$ cat src/rtl/crc_stream_engine.sv
// crc_stream_engine: frame-aware CRC engine on a valid/ready word stream.
//
// Generate mode (mode=0) forwards the payload and appends the CRC word.
// Check mode (mode=1) forwards the frame unchanged and compares its trailing
// word against the CRC of the preceding words.
//
// Ports:
//   clk, rst_n           clock, asynchronous active-low reset
//   mode                 0 = generate, 1 = check (sampled on a frame's first word)
//   s_data/s_valid/
//   s_last/s_ready       input stream
//   m_data/m_valid/
//   m_last/m_ready       output stream (one register stage)
//   crc_value            final CRC (after XOROUT) of the most recent frame
//   crc_done             one-cycle pulse at frame completion
//   crc_err              check-mode mismatch, valid while crc_done=1
//   err_cnt              saturating count of check-mode mismatches
//   err_clr              synchronous clear of err_cnt (wins over increment)
module crc_stream_engine #(
  parameter int              CRC_W    = 16,
  parameter int              DATA_W   = 16,
  parameter logic [CRC_W-1:0] POLY    = 16'h5089,
  parameter logic [CRC_W-1:0] INIT    = 16'hFFFF,
  parameter logic [CRC_W-1:0] XOROUT  = 16'h0000,
  parameter int              ERRCNT_W = 16
) (
  input  logic                clk,
  input  logic                rst_n,
  input  logic                mode,
  input  logic [DATA_W-1:0]   s_data,
  input  logic                s_valid,
  input  logic                s_last,
  output logic                s_ready,
  output logic [DATA_W-1:0]   m_data,
  output logic                m_valid,
  output logic                m_last,
  input  logic                m_ready,
  output logic [CRC_W-1:0]    crc_value,
  output logic                crc_done,
  output logic                crc_err,
  output logic [ERRCNT_W-1:0] err_cnt,
  input  logic                err_clr
);

  typedef enum logic [1:0] {IDLE, ACCUM, APPEND, DONE} state_t;

  state_t            state_q, state_next;
  logic [CRC_W-1:0]  crc_q;
  logic              mode_q;
  logic              mismatch_q;

  logic              out_free;
  logic              accept;
  logic              mode_eff;
  logic              covered;
  logic              append_load;
  logic [CRC_W-1:0]  crc_upd;
  logic [CRC_W-1:0]  crc_fin;
  logic              crc_match;

  // MSB-first bit-serial update, unrolled into one cycle.
  function automatic logic [CRC_W-1:0] crc_next(input logic [CRC_W-1:0] c_in,
                                                input logic [DATA_W-1:0] d);
    logic [CRC_W-1:0] c;
    logic             fb;
    c = c_in;
    for (int i = DATA_W - 1; i >= 0; i--) begin
      fb = c[CRC_W-1] ^ d[i];
      c  = (c << 1) ^ (fb ? POLY : '0);
    end
    return c;
  endfunction

  assign out_free    = !m_valid || m_ready;
  assign accept      = s_valid && s_ready;
  // The first word of a frame sees the live mode input; later words use the
  // latched copy so a mode change mid-frame has no effect.
  assign mode_eff    = (state_q == IDLE) ? mode : mode_q;
  // In check mode the trailing word is the CRC itself and is not covered.
  assign covered     = !mode_eff || !s_last;
  assign append_load = (state_q == APPEND) && out_free;
  assign crc_upd     = crc_next(crc_q, s_data);
  assign crc_fin     = crc_q ^ XOROUT;
  assign crc_match   = (crc_fin == s_data[CRC_W-1:0]);

  // State register
  always_ff @(posedge clk or negedge rst_n) begin
    if (!rst_n) state_q <= IDLE;
    else        state_q <= state_next;
  end

  // Next-state logic
  always_comb begin
    state_next = state_q;
    case (state_q)
      IDLE, ACCUM: begin
        if (accept) begin
          if (!s_last)       state_next = ACCUM;
          else if (mode_eff) state_next = DONE;
          else               state_next = APPEND;
        end
      end
      APPEND:  if (out_free) state_next = DONE;
      DONE:    state_next = IDLE;
      default: state_next = IDLE;
    endcase
  end

  // State-decoded outputs
  always_comb begin
    s_ready  = ((state_q == IDLE) || (state_q == ACCUM)) && out_free;
    crc_done = (state_q == DONE);
    crc_err  = (state_q == DONE) && mismatch_q;
  end

  // CRC register, mode latch and frame result
  always_ff @(posedge clk or negedge rst_n) begin
    if (!rst_n) begin
      crc_q      <= INIT;
      mode_q     <= 1'b0;
      mismatch_q <= 1'b0;
      crc_value  <= '0;
    end else begin
      if (state_q == DONE)         crc_q <= INIT;
      else if (accept && covered)  crc_q <= crc_upd;

      if (accept && (state_q == IDLE)) mode_q <= mode;

      // Result is captured on the way into DONE so it is visible with crc_done.
      if (accept && s_last && mode_eff) begin
        crc_value  <= crc_fin;
        mismatch_q <= !crc_match;
      end else if (append_load) begin
        crc_value  <= crc_fin;
        mismatch_q <= 1'b0;
      end
    end
  end

  // Output register stage
  always_ff @(posedge clk or negedge rst_n) begin
    if (!rst_n) begin
      m_data  <= '0;
      m_valid <= 1'b0;
      m_last  <= 1'b0;
    end else if (accept) begin
      m_data  <= s_data;
      m_last  <= mode_eff && s_last;
      m_valid <= 1'b1;
    end else if (append_load) begin
      m_data  <= DATA_W'(crc_fin);
      m_last  <= 1'b1;
      m_valid <= 1'b1;
    end else if (m_ready) begin
      m_valid <= 1'b0;
    end
  end

  // Saturating mismatch counter
  always_ff @(posedge clk or negedge rst_n) begin
    if (!rst_n)                                       err_cnt <= '0;
    else if (err_clr)                                 err_cnt <= '0;
    else if (crc_err && (err_cnt != {ERRCNT_W{1'b1}})) err_cnt <= err_cnt + 1'b1;
  end

endmodule

$ cat config.mk
export PLATFORM = sky130hd
export DESIGN_NAME = crc_stream_engine
export DESIGN_NICKNAME = d
export VERILOG_FILES = /design/src/rtl/crc_stream_engine.sv
export SDC_FILE = /design/constraint.sdc
export NUM_CORES = 1
export LEC_CHECK = 0
export ABC_AREA = 1
export ABC_CLOCK_PERIOD_IN_PS = 2000
export CAP_MARGIN = 25
export CORE_UTILIZATION = 54
export DETAILED_ROUTE_END_ITERATION = 7
export GPL_TIMING_DRIVEN = 0
export PLACE_DENSITY_LB_ADDON = 0.08
export SLEW_MARGIN = 20
export SYNTH_ARGS = -nofsm -noshare
export SYNTH_HDL_FRONTEND = slang
export SYNTH_SLANG_ARGS = --single-unit
$ cat constraint.sdc
create_clock -name clk -period 2 [get_ports clk]
set_input_delay 0.2 -clock clk [delete_from_list [all_inputs] [get_ports clk]]
set_output_delay 0.2 -clock clk [all_outputs]
set_load 0.1 [all_outputs]
# Word level (Yosys, flattened, before mapping)
# Index checks and enable logic that the tools add are counted.
# W data, S select, Z words.
dict set report classes {
  n_addsub 1
  bitwise 32
  eq_ne 7
  n_mux 36
  n_reduce_logical 25
}
# cell n
set op_table {}
lappend op_table {{$xor A16 B15 Y16} 16}
lappend op_table {{$mux W15} 16}
lappend op_table {{$mux W16} 7}
lappend op_table {{$add A16 B1 Y16 const B} 1}
lappend op_table {{$eq A16 B16 Y1} 1}
lappend op_table {{$ne A16 B16 Y1 const B} 1}
lappend op_table {{$xor A1 B1 Y1} 16}
lappend op_table {{$logic_and A1 B1 Y1} 10}
lappend op_table {{$mux W1} 9}
lappend op_table {{$reduce_bool A2 Y1} 4}
lappend op_table {{$mux W2} 3}
lappend op_table {{$pmux W2 S3} 1}
lappend op_table {{$eq A2 B2 Y1 const B} 2}
lappend op_table {{$logic_not A1 Y1} 4}
lappend op_table {{$ne A2 B2 Y1 const B} 2}
lappend op_table {{$logic_or A1 B1 Y1} 3}
lappend op_table {{$reduce_bool A3 Y1} 1}
lappend op_table {{$eq A2 B1 Y1 const B} 1}
lappend op_table {{$logic_not A2 Y1} 1}
lappend op_table {{$reduce_and A2 Y1} 1}
lappend op_table {{$reduce_or A2 Y1} 1}
dict set report word_totals {
  input_bits 23
  wordCells 110
  out_inout_bits 53
  register_bits 70
}

# Logic depth before layout (Yosys ltp)
dict set report depth {
  ltp_word 50
  depth_mapped 20
  depth_no_buf 20
}

# Worst setup path before layout
# OpenSTA, ideal clock, no wires.
dict set report synth_timing {
  path_kind {register -> register}
  start {reg m_valid}
  end {reg crc_q[9] (netlist: crc_fin[9])}
  t_required_ps 1920
  period_less_slack_ps 3715
  stages_incl_launch_ff 10
  arrival_time_ps 3635
  setup_slack_ps -1715
  n_path_buf 1
  cell_sequence {dfrtp_1 -> a21oi_1 -> nand2_1 -> inv_2 -> nand2_1 -> inv_1 -> nor2_1 -> buf_2 -> a21oi_1 -> a21oi_1}
}
dict set report synth_between {
  elab_chain_len 6
}
# element line_no
set synth_lines {}
lappend synth_lines {{start: declaration} 35} ;# output logic m_valid,
lappend synth_lines {{start signal: assignment} 144} ;# m_valid <= 1'b0;
lappend synth_lines {{start signal: assignment} 149} ;# m_valid <= 1'b1;
lappend synth_lines {{start signal: assignment} 153} ;# m_valid <= 1'b1;
lappend synth_lines {{$logic_not A1 Y1} 74} ;# assign out_free = !m_valid || m_ready;
lappend synth_lines {{$logic_or A1 B1 Y1} 74}
lappend synth_lines {{$logic_and A1 B1 Y1} 111} ;# s_ready = ((state_q == IDLE) || (state_q == ACCUM)) && out_free;
lappend synth_lines {{named net s_ready} 33} ;# output logic s_ready,
lappend synth_lines {{$logic_and A1 B1 Y1} 75} ;# assign accept = s_valid && s_ready;
lappend synth_lines {{$logic_and A1 B1 Y1} 125} ;# else if (accept && covered) crc_q <= crc_upd;
lappend synth_lines {{$reduce_bool A2 Y1 (no line)} -}
lappend synth_lines {{end signal: assignment} 125}
lappend synth_lines {{end: declaration} 48} ;# logic [CRC_W-1:0] crc_q;
# The timed path passes the listed nets, and every way through them passes these cells.
# A chain may end at the register's enable or synchronous reset.

# Worst setup path after layout
dict set report layout_timing {
  start {reg crc_q[15] (netlist: crc_fin[15])}
  end {reg crc_q[14] (netlist: crc_fin[14])}
}
dict set report layout_between {
  elab_chain_len 28
  elab_cells_between_ends 36
}
# element line_no
set layout_lines {}
lappend layout_lines {{$xor A1 B1 Y1 (*)} 68} ;# fb = c[CRC_W-1] ^ d[i];
lappend layout_lines {{$mux W15 (*)} 69} ;# c = (c << 1) ^ (fb ? POLY : '0);
lappend layout_lines {{$xor A16 B15 Y16 (*) (2 in a row)} 69}
lappend layout_lines {{$xor A1 B1 Y1 or $xor A16 B15 Y16 (tied branches)} {68, 69}}
lappend layout_lines {{$mux W15 or $xor A16 B15 Y16 (tied branches)} 69}
lappend layout_lines {{$xor A16 B15 Y16 (*) (2 in a row)} 69}
lappend layout_lines {{$xor A1 B1 Y1 or $xor A16 B15 Y16 (tied branches)} {68, 69}}
lappend layout_lines {{$mux W15 or $xor A16 B15 Y16 (tied branches)} 69}
lappend layout_lines {{$xor A16 B15 Y16 (*) (2 in a row)} 69}
lappend layout_lines {{$xor A1 B1 Y1, or another cell as far along} 68}
lappend layout_lines {{$mux W15 or $xor A16 B15 Y16 (tied branches)} 69}
lappend layout_lines {{$xor A16 B15 Y16 (*) (2 in a row)} 69}
lappend layout_lines {{$xor A1 B1 Y1, or another cell as far along} 68}
lappend layout_lines {{$mux W15 or $xor A16 B15 Y16 (tied branches)} 69}
lappend layout_lines {{$xor A16 B15 Y16 (*) (8 in a row)} 69}
lappend layout_lines {{$mux W16 (*)} 125}
lappend layout_lines {{$mux W16 (*)} 124} ;# if (state_q == DONE) crc_q <= INIT;
# Every way passes the cells marked *; elsewhere a longest branch is shown, timed or not. The select of a mux whose other input is x is not followed.

==> impl_metrics.env <==
export IMPL_antenna_found_initial=0
export IMPL_worstSetupStartpointType="register"
export IMPL_vias_in_the_first_global_route=4312
export IMPL_post_synth_instance_area_um2=4340
export IMPL_timing_hold_worst_class="input port to register"
export IMPL_ys_top_cells_by_area="sky130_fd_sc_hd__dfrtp_1 (31%), sky130_fd_sc_hd__nand2_1 (16%), sky130_fd_sc_hd__dfstp_2 (9.7%)"
export IMPL_finalWorstSetupSlack_ps=-257
export IMPL_cp_cell_sequence="inv_2, nand2_2, nand2_4, nand2_1, nand2_2, nand2_1, nand2_1, nand2_2, nand2_1, nand2_1, nand2_2, inv_1, nand3_2, nand2_4, nand2_2, nand3_2, nand2_1, inv_1"
export IMPL_cts_htree_levels=3
export IMPL_failed_checks="setup timing"
export IMPL_vias_per_cell=5.78
export IMPL_max_freq_mhz=443
export IMPL_ys_dominant_reg_cell="sky130_fd_sc_hd__dfrtp_1"
export IMPL_maximum_number_of_pins_on_one_net_before_global_route_repair=41
export IMPL_die_width_um=91.7
export IMPL_ios=76
export IMPL_min_from="err_clr"
export IMPL_final_hold_violation_count=0
export IMPL_worst_slew_pin_slew_ps=997
export IMPL_min_period_ps=2260
export IMPL_count_of_synthesis_stage_warnings_from_yosys=0
export IMPL_criticalPathCategory="register to register"
export IMPL_detailedRoute_firstPassIterationCount=6
export IMPL_grt_first_pass_wirelength_mm=21.5
export IMPL_clock_transition_at_the_registers_of_the_reported_paths_ps=90
export IMPL_setup_violations=20
export IMPL_r2r_start="crc_fin[15]"
export IMPL_crit_start="crc_fin[15]"
export IMPL_critical_path_max_fanout=6
export IMPL_initial_cell_density_of_the_core=0.559
export IMPL_timing_critical_path_mode_cell="sky130_fd_sc_hd__nand2_1"
export IMPL_drc=0
export IMPL_seq_area_frac_synth=0.408
export IMPL_cts_sink_count=70
export IMPL_arrival_time_worst_endpoint_ps=2560
export IMPL_dp_hpwl_mm=9.33
export IMPL_die_height_um=91.7
export IMPL_crit_path_end_kind="register"
export IMPL_maxCapViolCount=0
export IMPL_globalplace_congestion=0.975
export IMPL_synth_distinct_cells=37
export IMPL_totalNegativeSetupSlack_ps=-2580
export IMPL_worst_skew_pair_late_latency_ps=360
export IMPL_critPathRequiredTime_ps=2300
export IMPL_syn_inst=594
export IMPL_synthDominantCellAreaShare=0.311
export IMPL_io_buffer_count=74
export IMPL_crit_path_top_delay_cell="sky130_fd_sc_hd__dfstp_2"
export IMPL_rsz0062_at_grt="yes"
export IMPL_cts_max_path_buffers=2
export IMPL_fp_dieArea_um2=8410
export IMPL_final_antenna_net_count=0
export IMPL_synth_most_common_cell="sky130_fd_sc_hd__nand2_1"
export IMPL_grt_usage=0.333
export IMPL_routed_via_count=4847
export IMPL_route_final_wire_length_mm=15.2
export IMPL_finalCritPeriodShare=1.13
export IMPL_number_of_enable_type_register_cells_in_the_synthesized_netlist=0
export IMPL_timing_max_transition_violations_final=0
export IMPL_status="complete, but fails checks"
export IMPL_synth_avg_cell_area_um2=7.31
export IMPL_grt_overflow=0
export IMPL_clock_root_buffer="sky130_fd_sc_hd__clkbuf_8"
export IMPL_layout_drive_gt1_share=0.400
export IMPL_cts_buffers_inserted=9
export IMPL_rows=32
export IMPL_cell_types_with_the_highest_counts_after_synthesis="sky130_fd_sc_hd__nand2_1 (186), sky130_fd_sc_hd__inv_1 (78), sky130_fd_sc_hd__dfrtp_1 (54)"
export IMPL_slew_limit_headroom=0.338
export IMPL_ys_seq_elements=70
export IMPL_synthArstFlopShare=1.00
export IMPL_antennaDiodeCount=0
export IMPL_dr_first_iter_drc_count=400
export IMPL_syn_nets=618
export IMPL_cts_tree="yes"
export IMPL_synth_largest_area_cell="sky130_fd_sc_hd__dfrtp_1"
export IMPL_avgRoutedWirePerCell_um=18.1
export IMPL_flow_area_growth_from_synthesis_pct=54.4
export IMPL_floorplan_core_area_um2=7770
export IMPL_worst_clock_skew_ps=15.7
export IMPL_final_nets=756
export IMPL_worst_path_largest_cell_delay_ps=570
-- repair_timing --
action	in CTS	in global routing
buffers inserted	27	24
resized for setup	137	85
endpoints found under the setup margin	70	28
endpoints found under the hold margin	23	0
hold buffers	1	0
pin swaps	37	56
-- metrics by stage --
stage	hold WS, ps	instance area, µm²	worst slack (ps)	util	cells
2_1_floorplan	-95.6	4580	-135	-	594
3_3_place_gp	468	5450	-2120	0.701	770
3_5_place_dp	153	5460	-428	0.703	771
4_1_cts	222	6160	-143	0.793	815
5_1_grt	269	6700	-405	0.863	839
6_report	241	6700	-257	0.863	839
-- state kept, by name (all words and copies together) (netlist names) --
signal / count
crc_fin: 16
crc_value: 16
err_cnt: 16
m_data: 16
state_q: 2
m_last: 1
m_valid: 1
mismatch_q: 1
mode_q: 1
-- logic make-up (layout without fill, tap and decap cells) --
kind of cell | Yosys count | in the layout | synth area share
AND/OR/NAND/NOR | 320 | 320 | 0.340
buffers and inverters | 102 | 245 | 0.0896
AO/OA/AOI/OAI | 73 | 73 | 0.101
flip-flops | 70 | 70 | 0.408
XOR/XNOR | 28 | 28 | 0.0582
adder cells (fa/ha/maj) | 1 | 1 | 0.00288
-- area by class of cell --
class / instances / area (µm²)
well taps: 102 / 128
plain buffers: 10 / 91.3
clock buffers: 11 / 141
repair buffers: 127 / 1120
flip-flops and latches: 70 / 1800
multi-input cells: 422 / 2990
clock inverters: 5 / 58.8
inverters: 92 / 369
fillers: 441 / 1060
-- critical path: cells and delay by family (launching register included) --
family / cells / cell delay, ps
AND/OR/NAND/NOR: 15 / 1420
buffers and inverters: 3 / 200
flip-flops: 1 / 570
-- path summary, 6_finish.rpt --
check	to	slack, ps	cells past startpoint
setup / recovery	crc_fin[14]	-260	18
hold / removal	err_cnt[4]	240	2
setup reg to reg	crc_fin[14]	-260	18
hold reg to reg	mismatch_q	490	2
max in group asynchronous	crc_fin[12]	1080	3
min in group asynchronous	err_cnt[2]	300	2
-- placed cells by master, fill, tap and decap left out, types with 20 or more instances in the layout --
master | Yosys | layout
sky130_fd_sc_hd__inv_1 | 78 | 70
sky130_fd_sc_hd__nand2_1 | 186 | 121
sky130_fd_sc_hd__clkdlybuf4s50_1 | 0 | 20
sky130_fd_sc_hd__nand2_2 | 30 | 62
sky130_fd_sc_hd__nand3_1 | 40 | 20
sky130_fd_sc_hd__o21ai_1 | 2 | 20
sky130_fd_sc_hd__dfrtp_1 | 54 | 37
sky130_fd_sc_hd__nand2_4 | 4 | 32
sky130_fd_sc_hd__dlygate4sd2_1 | 0 | 49
sky130_fd_sc_hd__buf_4 | 0 | 48
-- layer usage --
layer / part of all wire / vias up / GRT usage
met1: 0.40 / 2282 / 0.443
met2: 0.47 / 304 / 0.535
li1: - / 2179 / -
met5: 0 / - / 0
met4: 0.046 / 0 / 0.126
met3: 0.083 / 82 / 0.0672
Power is left out: the tool's default activity adds up to more than one toggle a clock period on the data nets, which glitch-free logic cannot reach.
